<file path="src/rtl/branch_target_predictor_if.sv">
// Lookup/update/flush bus between the IF and resolve stages and the BTB.
// Master drives the requests; the slave (BTB) returns combinational predictions and counters.
interface branch_target_predictor_if #(
  parameter int ADDR_W = 32
);
  logic [ADDR_W-1:0] lookup_pc_i;
  logic              hit_o;
  logic              predict_taken_o;
  logic [ADDR_W-1:0] predict_target_o;
  logic              upd_valid_i;
  logic [ADDR_W-1:0] upd_pc_i;
  logic              upd_taken_i;
  logic [ADDR_W-1:0] upd_target_i;
  logic              upd_pred_taken_i;
  logic [ADDR_W-1:0] upd_pred_target_i;
  logic              flush_i;
  logic              mispredict_o;
  logic [ADDR_W-1:0] redirect_pc_o;
  logic [31:0]       upd_cnt_o;
  logic [31:0]       mispred_cnt_o;

  modport master (
    output lookup_pc_i, upd_valid_i, upd_pc_i, upd_taken_i, upd_target_i,
           upd_pred_taken_i, upd_pred_target_i, flush_i,
    input  hit_o, predict_taken_o, predict_target_o, mispredict_o,
           redirect_pc_o, upd_cnt_o, mispred_cnt_o
  );

  modport slave (
    input  lookup_pc_i, upd_valid_i, upd_pc_i, upd_taken_i, upd_target_i,
           upd_pred_taken_i, upd_pred_target_i, flush_i,
    output hit_o, predict_taken_o, predict_target_o, mispredict_o,
           redirect_pc_o, upd_cnt_o, mispred_cnt_o
  );
endinterface

</file>
<file path="src/rtl/branch_target_predictor.sv">
// Direct-mapped BTB with 2-bit direction counters; 0-cycle lookup, update/flush at clk_i edge, no backpressure.
// BTB_PERF_CNT_EN adds saturating update/mispredict counters (ports read 0 otherwise).
module branch_target_predictor #(
  parameter int ADDR_W  = 32,
  parameter int ENTRIES = 16
) (
  input logic                       clk_i,
  input logic                       rst_i,
  branch_target_predictor_if.slave  bus
);
  localparam int IDX_W = $clog2(ENTRIES);
  localparam int TAG_W = ADDR_W - IDX_W - 2;

  logic [ENTRIES-1:0] r_valid;
  logic [TAG_W-1:0]   r_tag    [ENTRIES];
  logic [ADDR_W-1:0]  r_target [ENTRIES];
  logic [1:0]         r_cnt    [ENTRIES];

  logic [IDX_W-1:0]   w_lk_idx;
  logic [TAG_W-1:0]   w_lk_tag;
  logic               w_lk_hit;
  logic               w_lk_taken;
  logic [IDX_W-1:0]   w_upd_idx;
  logic [TAG_W-1:0]   w_upd_tag;
  logic               w_upd_hit;
  logic               w_mispredict;

  assign w_lk_idx   = bus.lookup_pc_i[IDX_W+1:2];
  assign w_lk_tag   = bus.lookup_pc_i[ADDR_W-1:IDX_W+2];
  assign w_lk_hit   = r_valid[w_lk_idx] && (r_tag[w_lk_idx] == w_lk_tag);
  assign w_lk_taken = w_lk_hit && r_cnt[w_lk_idx][1];

  assign bus.hit_o            = w_lk_hit;
  assign bus.predict_taken_o  = w_lk_taken;
  assign bus.predict_target_o = w_lk_taken ? r_target[w_lk_idx]
                                           : bus.lookup_pc_i + ADDR_W'(4);

  assign w_upd_idx = bus.upd_pc_i[IDX_W+1:2];
  assign w_upd_tag = bus.upd_pc_i[ADDR_W-1:IDX_W+2];
  assign w_upd_hit = r_valid[w_upd_idx] && (r_tag[w_upd_idx] == w_upd_tag);

  assign w_mispredict = bus.upd_valid_i &&
                        ((bus.upd_taken_i != bus.upd_pred_taken_i) ||
                         (bus.upd_taken_i && (bus.upd_target_i != bus.upd_pred_target_i)));

  assign bus.mispredict_o  = w_mispredict;
  assign bus.redirect_pc_o = bus.upd_taken_i ? bus.upd_target_i
                                             : bus.upd_pc_i + ADDR_W'(4);

  // Flush takes priority over a coincident update, which is dropped.
  always_ff @(posedge clk_i or posedge rst_i) begin
    if (rst_i) begin
      r_valid <= '0;
      for (int i = 0; i < ENTRIES; i++) begin
        r_tag[i]    <= '0;
        r_target[i] <= '0;
        r_cnt[i]    <= 2'b01;
      end
    end else if (bus.flush_i) begin
      r_valid <= '0;
      for (int i = 0; i < ENTRIES; i++) begin
        r_cnt[i] <= 2'b01;
      end
    end else if (bus.upd_valid_i) begin
      if (w_upd_hit) begin
        if (bus.upd_taken_i) begin
          if (r_cnt[w_upd_idx] != 2'b11) r_cnt[w_upd_idx] <= r_cnt[w_upd_idx] + 2'b01;
          r_target[w_upd_idx] <= bus.upd_target_i;
        end else if (r_cnt[w_upd_idx] != 2'b00) begin
          r_cnt[w_upd_idx] <= r_cnt[w_upd_idx] - 2'b01;
        end
      end else if (bus.upd_taken_i) begin
        r_valid[w_upd_idx]  <= 1'b1;
        r_tag[w_upd_idx]    <= w_upd_tag;
        r_target[w_upd_idx] <= bus.upd_target_i;
        r_cnt[w_upd_idx]    <= 2'b10;
      end
    end
  end

`ifdef BTB_PERF_CNT_EN
  logic [31:0] r_upd_cnt;
  logic [31:0] r_mis_cnt;

  // Counters survive flush; only reset clears them.
  always_ff @(posedge clk_i or posedge rst_i) begin
    if (rst_i) begin
      r_upd_cnt <= '0;
      r_mis_cnt <= '0;
    end else if (!bus.flush_i) begin
      if (bus.upd_valid_i && (r_upd_cnt != 32'hFFFF_FFFF)) r_upd_cnt <= r_upd_cnt + 32'd1;
      if (w_mispredict && (r_mis_cnt != 32'hFFFF_FFFF))    r_mis_cnt <= r_mis_cnt + 32'd1;
    end
  end

  assign bus.upd_cnt_o     = r_upd_cnt;
  assign bus.mispred_cnt_o = r_mis_cnt;
`else
  assign bus.upd_cnt_o     = '0;
  assign bus.mispred_cnt_o = '0;
`endif
endmodule

</file>
<file path="src/flat_wrapper.sv">
// flat-port wrapper written by rule: the top's interface ports become plain ports
module branch_target_predictor_flat 
#(
  parameter int ADDR_W  = 32,
  parameter int ENTRIES = 16
)
  (clk_i, rst_i, bus_lookup_pc_i, bus_upd_valid_i, bus_upd_pc_i, bus_upd_taken_i, bus_upd_target_i, bus_upd_pred_taken_i, bus_upd_pred_target_i, bus_flush_i, bus_hit_o, bus_predict_taken_o, bus_predict_target_o, bus_mispredict_o, bus_redirect_pc_o, bus_upd_cnt_o, bus_mispred_cnt_o);
  branch_target_predictor_if #(.ADDR_W(ADDR_W)) bus_i ();
  input logic clk_i;
  input logic rst_i;
  input wire logic [$bits(bus_i.lookup_pc_i)-1:0] bus_lookup_pc_i;
  input wire logic [$bits(bus_i.upd_valid_i)-1:0] bus_upd_valid_i;
  input wire logic [$bits(bus_i.upd_pc_i)-1:0] bus_upd_pc_i;
  input wire logic [$bits(bus_i.upd_taken_i)-1:0] bus_upd_taken_i;
  input wire logic [$bits(bus_i.upd_target_i)-1:0] bus_upd_target_i;
  input wire logic [$bits(bus_i.upd_pred_taken_i)-1:0] bus_upd_pred_taken_i;
  input wire logic [$bits(bus_i.upd_pred_target_i)-1:0] bus_upd_pred_target_i;
  input wire logic [$bits(bus_i.flush_i)-1:0] bus_flush_i;
  output wire logic [$bits(bus_i.hit_o)-1:0] bus_hit_o;
  output wire logic [$bits(bus_i.predict_taken_o)-1:0] bus_predict_taken_o;
  output wire logic [$bits(bus_i.predict_target_o)-1:0] bus_predict_target_o;
  output wire logic [$bits(bus_i.mispredict_o)-1:0] bus_mispredict_o;
  output wire logic [$bits(bus_i.redirect_pc_o)-1:0] bus_redirect_pc_o;
  output wire logic [$bits(bus_i.upd_cnt_o)-1:0] bus_upd_cnt_o;
  output wire logic [$bits(bus_i.mispred_cnt_o)-1:0] bus_mispred_cnt_o;
  assign bus_i.lookup_pc_i = bus_lookup_pc_i;
  assign bus_i.upd_valid_i = bus_upd_valid_i;
  assign bus_i.upd_pc_i = bus_upd_pc_i;
  assign bus_i.upd_taken_i = bus_upd_taken_i;
  assign bus_i.upd_target_i = bus_upd_target_i;
  assign bus_i.upd_pred_taken_i = bus_upd_pred_taken_i;
  assign bus_i.upd_pred_target_i = bus_upd_pred_target_i;
  assign bus_i.flush_i = bus_flush_i;
  assign bus_hit_o = bus_i.hit_o;
  assign bus_predict_taken_o = bus_i.predict_taken_o;
  assign bus_predict_target_o = bus_i.predict_target_o;
  assign bus_mispredict_o = bus_i.mispredict_o;
  assign bus_redirect_pc_o = bus_i.redirect_pc_o;
  assign bus_upd_cnt_o = bus_i.upd_cnt_o;
  assign bus_mispred_cnt_o = bus_i.mispred_cnt_o;
  branch_target_predictor #(.ADDR_W(ADDR_W), .ENTRIES(ENTRIES)) u_core (.clk_i(clk_i), .rst_i(rst_i), .bus(bus_i));
endmodule
</file>
<file path="config.mk">
export PLATFORM = sky130hd
export DESIGN_NAME = branch_target_predictor_flat
export DESIGN_NICKNAME = d
export VERILOG_FILES = /design/src/rtl/branch_target_predictor_if.sv /design/src/rtl/branch_target_predictor.sv /design/src/flat_wrapper.sv
export SDC_FILE = /design/constraint.sdc
export NUM_CORES = 2
export LEC_CHECK = 0
export ABC_AREA = 1
export CAP_MARGIN = 5
export CELL_PAD_IN_SITES_DETAIL_PLACEMENT = 1
export CELL_PAD_IN_SITES_GLOBAL_PLACEMENT = 2
export CORE_MARGIN = 2
export CORE_UTILIZATION = 38
export CTS_CLUSTER_SIZE = 24
export DETAILED_ROUTE_END_ITERATION = 10
export PLACE_DENSITY = 0.89
export SYNTH_ARGS = -nofsm -noshare
export SYNTH_HDL_FRONTEND = slang
export SYNTH_SLANG_ARGS = --single-unit
</file>
<file path="constraint.sdc">
create_clock -name clk_i -period 82.7 [get_ports clk_i]
set_input_delay 8.27 -clock clk_i [delete_from_list [all_inputs] [get_ports clk_i]]
set_output_delay 8.27 -clock clk_i [all_outputs]
set_load 0.05 [all_outputs]
</file>
==> run summary <==
Placed Instances = 9420
Worst relative slew slack = 22.0%
Antenna violations before repair = 12
Post-DP HPWL = 149 mm
Via count = 54500
Worst EP required = 74.43 ns
CP peak stage delay = 0.88 ns
Outcome = complete, but fails checks
Pleak = 28.9 nW
Mapped Cells = 7809
Clk slew on worst S/H paths = 0.06 ns
IR drop worst, VDD = 18.3 uV
Total CTS buffers = 114
Drt total wl = 239 mm
First-pass GRT wire length = 357 mm
Per-cell routed wire length = 24.8 um
Synth warn = 0
Min cycle time layout = 22.02 ns
Switch share = 32.2%
Die Ht = 384 um
RSZ-0062 raised after global routing = no
Core footprint = 144000 um2
CP Capture Type = output pin
CTS tree = yes
Psw = 0.000453 W
Hold Fails Final Rpt = 0
Crit path DAT = 13.75 ns
Later-pin clock latency in the skew report = 0.78 ns
Yosys top cell area share = 43.7%
Routability cong. = 0.919
Int Pwr = 0.000954 W
Total Nets Final = 7774
Die Area = 148000 um2
Maximum clock path buffer count = 3
Grt ovf = 0
Fmax = 0.0454 GHz
# DRC = 14
Post-synthesis cell area = 55000 um2
Worst path cell trace = clkdlybuf4s50_1 > inv_4 > buf_4 > nor2_4 > buf_12 > nand2_1 > nand3_1 > xor2_1 > nor2b_1 > nand2_1 > nor2_1 > nand3_1 > nor2_1 > nand3_1 > nand2_1 > clkdlybuf4s50_1
I/O pin count = 265
Top cell family by delay on the critical path = buffers and inverters
Largest net degree at the start of global routing = 144
Share of cells above drive strength 1 = 4.80%
First-pass iteration count of the detailed router = 8
Seq/Total Area, Yosys = 44.5%
Worst Clk Skew = 0.0766 ns
Critical Path Fanout Max = 40
Detailed Route Iter0 Violations = 4829
Ys async rst share = 100%
WHS = 0.489 ns
Final setup violation count = 0
Finished Layout Cells = 9634
Buf/Inv on CP = 5
Row cnt = 139
Final setup TNS = 0 ns
Slew @ Worst Pin = 1.17 ns
Initial core utilization = 38.3%
Power Density = 22.9 nW/um2
GRT Overall Usage = 32.1%
Slew Viols, Final = 0
Overall power consumption = 0.00141 W
Clock power share = 37.9%
Top cells by area, synth = dfrtp_1 (44%), nand2_1 (14%), o21ai_0 (8.9%), a21oi_1 (6.2%), inv_1 (5.0%)
Die Span X = 384 um
Distinct cells, synth = 46
Flop pwr share = 42.5%
Top cell type by total area after synthesis = dfrtp_1
Setup bufs post-CTS = 0
Vias in the first global route = 54800
Layout Utilization = 42.8%
Cts hold-fix bufs = 0
Hold Path Class = reg2reg
CTS resizes = 0
Critical path class = in2out
EDFF count, synth = 0
Synth top cells by count = nand2_1 (1981), o21ai_0 (977), dfrtp_1 (960), inv_1 (732), nor2_1 (702)
Max Cap Viol = 0
Comb pwr share = 19.6%
Synthesized flop and latch total = 976
Mean Syn Cell Area = 7.04 um2
Antenna-violating nets left = 0
Failing checks = design-rule violations
Clock root buffer = clkbuf_16
CTS H-tree depth = 3
CP Launch Type = primary input
Predominant post-synthesis flop cell = dfrtp_1
Most common cell in the netlist = nand2_1
Num Clock Sinks = 976
Number of port buffers = 200
Area grow syn2layout = 11.8%
DR vias/cell = 5.65
Period utilization = 26.6%
Max stage delay cell, worst path = nor2_1
logic make-up (layout without fill, tap and decap cells):
group,Yosys count,after routing,synth area share (%)
buf+inv,1413,1266,10.8
other cells,1,70,0.00682
flops,976,976,44.5
compound gates,2105,2105,19.9
fa+ha+maj,7,7,0.159
simple gates,3246,3246,23.7
xor+xnor,61,61,0.972
flip-flops by register name, summed over array words and instances, names as in the netlist:
register         count
u_core.r_cnt        32
u_core.r_tag       416
u_core.r_target    512
u_core.r_valid      16
metrics by stage:
| stage | setup WS (ns) | cell area [um2] |
|---|---|---|
| finish | 60.68 | 61500 |
| global placement | 60.51 | 57500 |
| CTS | 60.74 | 61400 |
| global route | 60.54 | 61400 |
| floorplan | 47.00 | 55200 |
| detailed placement | 60.77 | 57500 |
path summary, 6_finish.rpt:
kind | from | endpoint | slack [ns] | cells after the start
worst max-delay path | bus_lookup_pc_i[5] | bus_predict_target_o[2] | 60.68 | 16
worst min-delay path | u_core.r_tag[349] | u_core.r_tag[349] | 0.49 | 2
worst max register to register | u_core.r_tag[371] | u_core.r_cnt[25] | 78.39 | 20
worst min register to register | u_core.r_tag[349] | u_core.r_tag[349] | 0.49 | 2
max in group asynchronous | rst_i | u_core.r_tag[227] | 70.51 | 6
min in group asynchronous | rst_i | u_core.r_cnt[31] | 8.15 | 2
final cells by class:
| cell class | instances | area, um2 |
|---|---|---|
| sequential | 976 | 24400 |
| timing repair buffer | 303 | 2840 |
| inverter | 755 | 2860 |
| clock inverter | 37 | 532 |
| clock buffer | 171 | 3390 |
| fill | 18100 | 82200 |
| antenna | 6 | 15.0 |
| multi-input combinational | 5483 | 25000 |
| tap | 1903 | 2380 |
placed cells by master, fill, tap and decap left out, types with 9 or more instances in the layout:
cell             netlist  layout
dfstp_2               16      16
dfrtp_1              960     960
nand4_1               17      17
o21bai_1              33      33
a21oi_1              679     679
buf_4                102     101
clkbuf_8               0      32
clkbuf_1             326      25
o211ai_1             104     104
o21ai_0              977     977
nand3_1              484     484
clkinv_1              17      17
o21ai_1              289     289
clkbuf_16              0     114
xor2_1                52      52
clkinv_2               0      19
nand2_2               15      16
nor2_1               702     683
clkdlybuf4s50_1        0     195
inv_1                732     726
nor2_4                 4      23
bufinv_16              0       9
nand2_1             1981    1978
nor3_1                17      17
conb_1                 1      64
power groups by stage:
stage	clock network, W	registers, W	logic [W]
global placement	0	0.000601	0.000263
detailed placement	0	0.000605	0.000272
CTS	0.000541	0.000597	0.000275
floorplan	0	0.000596	0.000191
finish	0.000533	0.000598	0.000276
global route	0.000559	0.000606	0.000310
worst min-delay path, stage by stage, from the launching register on:
cell and delay (ns):
dfrtp_1 0.34, nand2_1 0.05, o21ai_1 0.06
per-layer routing:
metal  track usage, %  vias to the layer above  share of wire (%)
met4             12.7                        4                4.3
met3             4.90                      452                7.1
met2             51.0                     1960                 45
met5                0                        -              0.012
li1                 -                    24700                  -
met1             43.9                    27400                 44
Note: power is estimated with default switching activity, not from simulation.
